## config.mk

```make
export PLATFORM = sky130hd
export DESIGN_NAME = acc_drain
export DESIGN_NICKNAME = d
export VERILOG_FILES = /design/src/rtl/acc_drain_pkg.sv /design/src/rtl/acc_drain_word_serializer.sv /design/src/rtl/acc_drain.sv
export SDC_FILE = /design/constraint.sdc
export NUM_CORES = 1
export LEC_CHECK = 0
export BUFFER_PORTS_ARGS = -buffer_cell sky130_fd_sc_hd__buf_2
export CORE_AREA = 2 2 257 259
export DETAILED_ROUTE_END_ITERATION = 12
export DIE_AREA = 0 0 259 261
export GPL_TIMING_DRIVEN = 1
export PLACE_DENSITY = 0.41
export SKIP_CTS_REPAIR_TIMING = 1
export SYNTH_ARGS = -nofsm -noshare
export SYNTH_HDL_FRONTEND = slang
export SYNTH_SLANG_ARGS = --single-unit
```

## constraint.sdc

```tcl
create_clock -name clk -period 16.26 [get_ports clk]
set_clock_uncertainty 0.2 [all_clocks]
set_input_delay 0.813 -clock clk [delete_from_list [all_inputs] [get_ports clk]]
set_output_delay 0.813 -clock clk [all_outputs]
set_load 0.1 [all_outputs]
```

## src/rtl/acc_drain_pkg.sv

```systemverilog
// acc_drain_pkg: shared datapath widths and the drain FSM state encoding
package acc_drain_pkg;
  localparam int SUPER_SYS_COLS = 16;
  localparam int P_BITWIDTH = 32;
  localparam int ROW_W = 4 * P_BITWIDTH;
  typedef enum logic [2:0] {IDLE, WAIT, READ, CAPT, WRITE} drain_state_e;
endpackage

```

## src/rtl/acc_drain_word_serializer.sv

```systemverilog
// word_serializer: holds one popped row and streams it as four words over valid/ready
module word_serializer
  import acc_drain_pkg::*;
(
  input  logic                  clk,
  input  logic                  rst,
  input  logic                  i_load,
  input  logic [ROW_W-1:0]      i_data,
  input  logic                  i_active,
  input  logic                  i_ready,
  output logic                  o_req,
  output logic                  o_fire,
  output logic                  o_last,
  output logic [1:0]            o_k,
  output logic [P_BITWIDTH-1:0] o_word
);
  logic [ROW_W-1:0] r_hold;
  logic [1:0]       r_k;
  always_ff @(posedge clk or posedge rst)
    if (rst) begin
      r_hold <= '0;
      r_k    <= '0;
    end else if (i_load) begin
      r_hold <= i_data;
      r_k    <= '0;
    end else if (o_fire) begin
      r_k    <= r_k + 2'd1;
    end
  assign o_req  = i_active;
  assign o_fire = i_active & i_ready;
  assign o_last = r_k == 2'd3;
  assign o_k    = r_k;
  assign o_word = i_active ? r_hold[{r_k, 5'd0} +: P_BITWIDTH] : '0;
endmodule

```

## src/rtl/acc_drain.sv

```systemverilog
// acc_drain: pops accumulator rows buffer by buffer and writes them row-major as 32-bit beats
module acc_drain
  import acc_drain_pkg::*;
#(
  parameter int NUM_BUF  = SUPER_SYS_COLS / 4,
  parameter int ADDR_W   = 32,
  parameter int N_ROWS_W = 5
) (
  input  logic                              clk,
  input  logic                              rst,
  input  logic                              start,
  input  logic [ADDR_W-1:0]                 base_addr,
  input  logic [ADDR_W-1:0]                 row_stride,
  input  logic [N_ROWS_W-1:0]               n_rows,
  input  logic [2:0]                        n_groups,
  output logic [NUM_BUF-1:0]                acc_rd_en,
  input  logic [NUM_BUF-1:0][ROW_W-1:0]     acc_o_data,
  input  logic [NUM_BUF-1:0]                acc_empty,
  output logic                              mem_req,
  output logic [ADDR_W-1:0]                 mem_addr,
  output logic [P_BITWIDTH-1:0]             mem_wdata,
  input  logic                              mem_ready,
  output logic                              busy,
  output logic                              done
);
  localparam int GW = NUM_BUF > 1 ? $clog2(NUM_BUF) : 1;
  drain_state_e          r_state, w_next;
  logic [ADDR_W-1:0]     r_stride, r_row_addr;
  logic [N_ROWS_W-1:0]   r_rows, r_r;
  logic [2:0]            r_groups;
  logic [GW-1:0]         r_g;
  logic                  r_done;
  logic                  w_zero, w_req, w_fire, w_last, w_row_end, w_final;
  logic [1:0]            w_k;
  logic [P_BITWIDTH-1:0] w_word;
  assign w_zero    = n_rows == '0 || n_groups == '0;
  assign w_row_end = 3'(r_g) == r_groups - 3'd1;
  assign w_final   = w_row_end && r_r == r_rows - N_ROWS_W'(1);
  always_comb begin
    w_next = r_state;
    case (r_state)
      IDLE:    w_next = start && !w_zero ? WAIT : IDLE;
      WAIT:    w_next = acc_empty[r_g] ? WAIT : READ;
      READ:    w_next = CAPT;
      CAPT:    w_next = WRITE;
      WRITE:   w_next = !(w_fire && w_last) ? WRITE : w_final ? IDLE : WAIT;
      default: w_next = IDLE;
    endcase
  end
  always_ff @(posedge clk or posedge rst)
    if (rst) r_state <= IDLE;
    else     r_state <= w_next;
  // The parameter latch only fires from IDLE, so a start during a drain is ignored.
  always_ff @(posedge clk or posedge rst)
    if (rst) begin
      r_done     <= 1'b0;
      r_stride   <= '0;
      r_rows     <= '0;
      r_groups   <= '0;
      r_row_addr <= '0;
      r_g        <= '0;
      r_r        <= '0;
    end else begin
      r_done <= (r_state == IDLE && start && w_zero) || (w_fire && w_last && w_final);
      if (r_state == IDLE && start) begin
        r_stride   <= row_stride;
        r_rows     <= n_rows;
        r_groups   <= n_groups > 3'(NUM_BUF) ? 3'(NUM_BUF) : n_groups;
        r_row_addr <= base_addr;
        r_g        <= '0;
        r_r        <= '0;
      end else if (w_fire && w_last) begin
        r_g <= w_row_end ? '0 : r_g + GW'(1);
        if (w_row_end) begin
          r_r        <= r_r + N_ROWS_W'(1);
          r_row_addr <= r_row_addr + r_stride;
        end
      end
    end
  word_serializer u_ser (
    .clk      (clk),
    .rst      (rst),
    .i_load   (r_state == CAPT),
    .i_data   (acc_o_data[r_g]),
    .i_active (r_state == WRITE),
    .i_ready  (mem_ready),
    .o_req    (w_req),
    .o_fire   (w_fire),
    .o_last   (w_last),
    .o_k      (w_k),
    .o_word   (w_word)
  );
  assign acc_rd_en = r_state == READ ? NUM_BUF'(1) << r_g : '0;
  assign mem_req   = w_req;
  assign mem_addr  = w_req ? r_row_addr + ADDR_W'({r_g, w_k, 2'b00}) : '0;
  assign mem_wdata = w_word;
  assign busy      = r_state != IDLE;
  assign done      = r_done;
endmodule

```

==> impl_metrics.env <==
export IMPL_cts_buffer_depth=3
export IMPL_area_growth_pct=35.23
export IMPL_grt_first_pass_wirelength_um=104600
export IMPL_core_um2=65040
export IMPL_timing_final_hold_violations=0
export IMPL_dieArea_um2=67600
export IMPL_wl_per_cell_um=24.95
export IMPL_multi_input_area_um2=8884
export IMPL_start_util=0.2251
export IMPL_dr_pass1_iters=5
export IMPL_drtIter0Drc=960
export IMPL_irDropWorstVdd_mv=0.08014
export IMPL_final_layout_size_suffix_gt1_frac=0.4233
export IMPL_routabilityCongestion=0.9646
export IMPL_rows=94
export IMPL_syn_num_nets=2138
export IMPL_yosys_warnings=0
export IMPL_setup_ws_ns=10.94
export IMPL_regArea_um2=5343
export IMPL_io_buffers=662
export IMPL_clk_pin_slew_ns=0.06
export IMPL_cts_buffers=28
export IMPL_dp_final_hpwl_um=61520
export IMPL_yosys_area_share_simple=0.2065
export IMPL_synth_seq_area_share=0.3641
export IMPL_layout_nets=2749
export IMPL_fin_tns_setup_ns=0
export IMPL_die_h_um=261
export IMPL_grt_ovfl_total=0
export IMPL_root_buffer="clkbuf_16"
export IMPL_synthFlopType="dfrtp_1"
export IMPL_power_leakage_nw=9.592
export IMPL_finalCritPeriodShare=0.3270
export IMPL_antenna_found_initial=57
export IMPL_start_kind="flop"
export IMPL_place_ws_ns=11.40
export IMPL_startpoint="u_ser.o_k[0]$_DFFE_PP0P_"
export IMPL_postSynth_asyncResetShare=1.000
export IMPL_synth_compound_area_frac=0.07341
export IMPL_period_minus_slack_ns=5.317
export IMPL_ioPinCount=663
export IMPL_worstPathRequired_ns=15.25
export IMPL_cp_end_kind="output pin"
export IMPL_vias_per_cell=4.761
export IMPL_grt_pass1_vias=14810
export IMPL_rsz0062_at_grt="no"
export IMPL_outcome="complete, no violations"
export IMPL_fmax_mhz=188.1
export IMPL_critPathKind="flop to output pin"
export IMPL_synth_edf_count=0
export IMPL_die_w_um=259
export IMPL_cts_tree="done"
export IMPL_yosys_cell_types_count=57
export IMPL_numClockSinks=213
export IMPL_mostFrequentLayoutCell="buf_2"
export IMPL_critPathArrivalTime_ns=4.30
export IMPL_synthXorXnorAreaFrac=0.03829
export IMPL_cap_violations=0
export IMPL_synth_seq_cells=213
export IMPL_tightest_slew_ns=1.124
export IMPL_layout_common_cells="buf_2 (662), nand2_1 (543), dfrtp_1 (209)"
export IMPL_max_slew_margin=0.2505
export IMPL_synth_avg_cell_area_um2=9.754
export IMPL_synth_area_mux_share=0.2484
export IMPL_synth_top_family_by_area="multiplexers"
export IMPL_vias=14390
export IMPL_grt_max_degree=100
export IMPL_drc=0
export IMPL_power_total_mw=3.106
export IMPL_synth_adder_area_share=0.03948
export IMPL_ant_nets=0
export IMPL_worstReg2RegStart="r_row_addr[0]$_DFFE_PP0P_"
export IMPL_post_route_util=0.3044
export IMPL_setup_violations=0
export IMPL_netlist_area_um2=14640
export IMPL_synthCells=1501
export IMPL_finalWirelength_um=75430
export IMPL_cts_htree_levels=1
export IMPL_hp_class="input pin to async pin"
export IMPL_nFillCells=7026
export IMPL_cellPowerDensity_nw_per_um2=156.9
export IMPL_crit_fanout=35
export IMPL_clock_latency_ns=0.56
export IMPL_slew_violations=0
export IMPL_track_usage=0.2145
[per-layer routing]
metal  vias to the layer above  share of wire  global-route usage
li1                       6545              -                   -
met3                       124          0.079             0.05730
met4                        18          0.026             0.07049
met5                         -         0.0015             0.01458
met1                      7131           0.42              0.2802
met2                       576           0.48              0.3431
[synth_stat cells (2+ instances only)]
cell,n,area (µm²)
nand2_1,543,2038
xor2_1,42,367.9
mux4_2,161,3626
xnor2_1,22,192.7
o21ai_1,4,20.02
a22oi_1,10,75.07
o211ai_1,3,22.52
buf_1,9,33.78
clkbuf_1,80,300.3
or3_1,6,37.54
nand2b_1,3,18.77
nand3b_1,2,15.01
nand4_1,14,87.58
and2_1,38,237.7
nand3_1,12,60.06
o21ai_0,46,230.2
a41oi_1,2,17.52
a21oi_1,61,305.3
ha_1,43,538.0
nor2_1,72,270.3
inv_1,17,63.81
nor2b_1,5,31.28
o21bai_1,2,15.01
nor3_1,12,60.06
buf_2,8,40.04
dfrtp_1,213,5330
o21a_1,4,30.03
o22ai_1,4,25.02
a21o_1,15,112.6
fa_1,2,40.04
o21ai_2,2,17.52
a21o_2,2,17.52
and3_1,14,87.58
a31oi_1,5,31.28
[through the flow]
step                      cell area (µm²)  cells  hold WS (ns)
after global routing                19780   3015        0.1893
after global placement              18810   2946        0.2534
after detailed placement            18810   2946        0.2575
after CTS                           19730   2997        0.1934
after floorplan                     14640   1501        0.2403
final                               19800   3023        0.1022
[flip-flops by register name (all words and copies together) (netlist names)]
register,cells
r_state,3
r_g,2
u_ser.r_hold,128
u_ser.o_k,2
r_stride,32
r_rows,5
r_row_addr,32
done,1
r_r,5
r_groups,3
[cell type report]
| cell class | count | area share |
|---|---|---|
| inverter | 17 | 0.003602 |
| multi-input combinational | 1174 | 0.4487 |
| tap | 864 | 0.05460 |
| clock buffer | 49 | 0.04601 |
| timing repair buffer | 678 | 0.1734 |
| sequential | 213 | 0.2699 |
| antenna | 26 | 0.003286 |
| clock inverter | 2 | 0.0005056 |
[path summary, 6_finish.rpt]
kind | endpoint | slack [ns] | cells past startpoint
hold / removal | u_ser.r_hold[56]$_DFFE_PP0P_ | 0.10 | 2
min in group clk | r_stride[30]$_DFFE_PP0P_ | 0.24 | 3
hold reg to reg | u_ser.r_hold[105]$_DFFE_PP0P_ | 0.27 | 2
setup / recovery | mem_addr[31] | 10.94 | 12
max in group asynchronous | u_ser.r_hold[103]$_DFFE_PP0P_ | 13.62 | 4
setup reg to reg | r_row_addr[30]$_DFFE_PP0P_ | 12.78 | 13
[worst max-delay path, cell delays in order, from the launching register on]
cell,delay [ns]
dfrtp_4,0.91
ha_1,0.33
a21o_1,0.13
a21oi_1,0.10
nor2b_1,0.20
nor2_1,0.06
nor2_1,0.30
and3_1,0.39
and2b_1,0.24
nand2b_1,0.14
or3_1,0.36
a21oi_1,0.14
buf_2,0.44
[cells by family (layout without fill, tap and decap cells)]
group | after synthesis | count (layout)
xor+xnor | 64 | 64
compound gates | 174 | 174
buf+inv | 114 | 746
fa+ha+maj | 45 | 45
other cells | 0 | 26
flops | 213 | 213
mux | 162 | 162
simple gates | 729 | 729
[where the power goes]
group | switching, mW | internal [mW] | total (mW)
clock | 0.248 | 0.374 | 0.622
combinational | 0.910 | 0.585 | 1.50
sequential | 0.212 | 0.777 | 0.989
total | 1.37 | 1.74 | 3.11
Note: power is estimated with default switching activity, not from simulation.
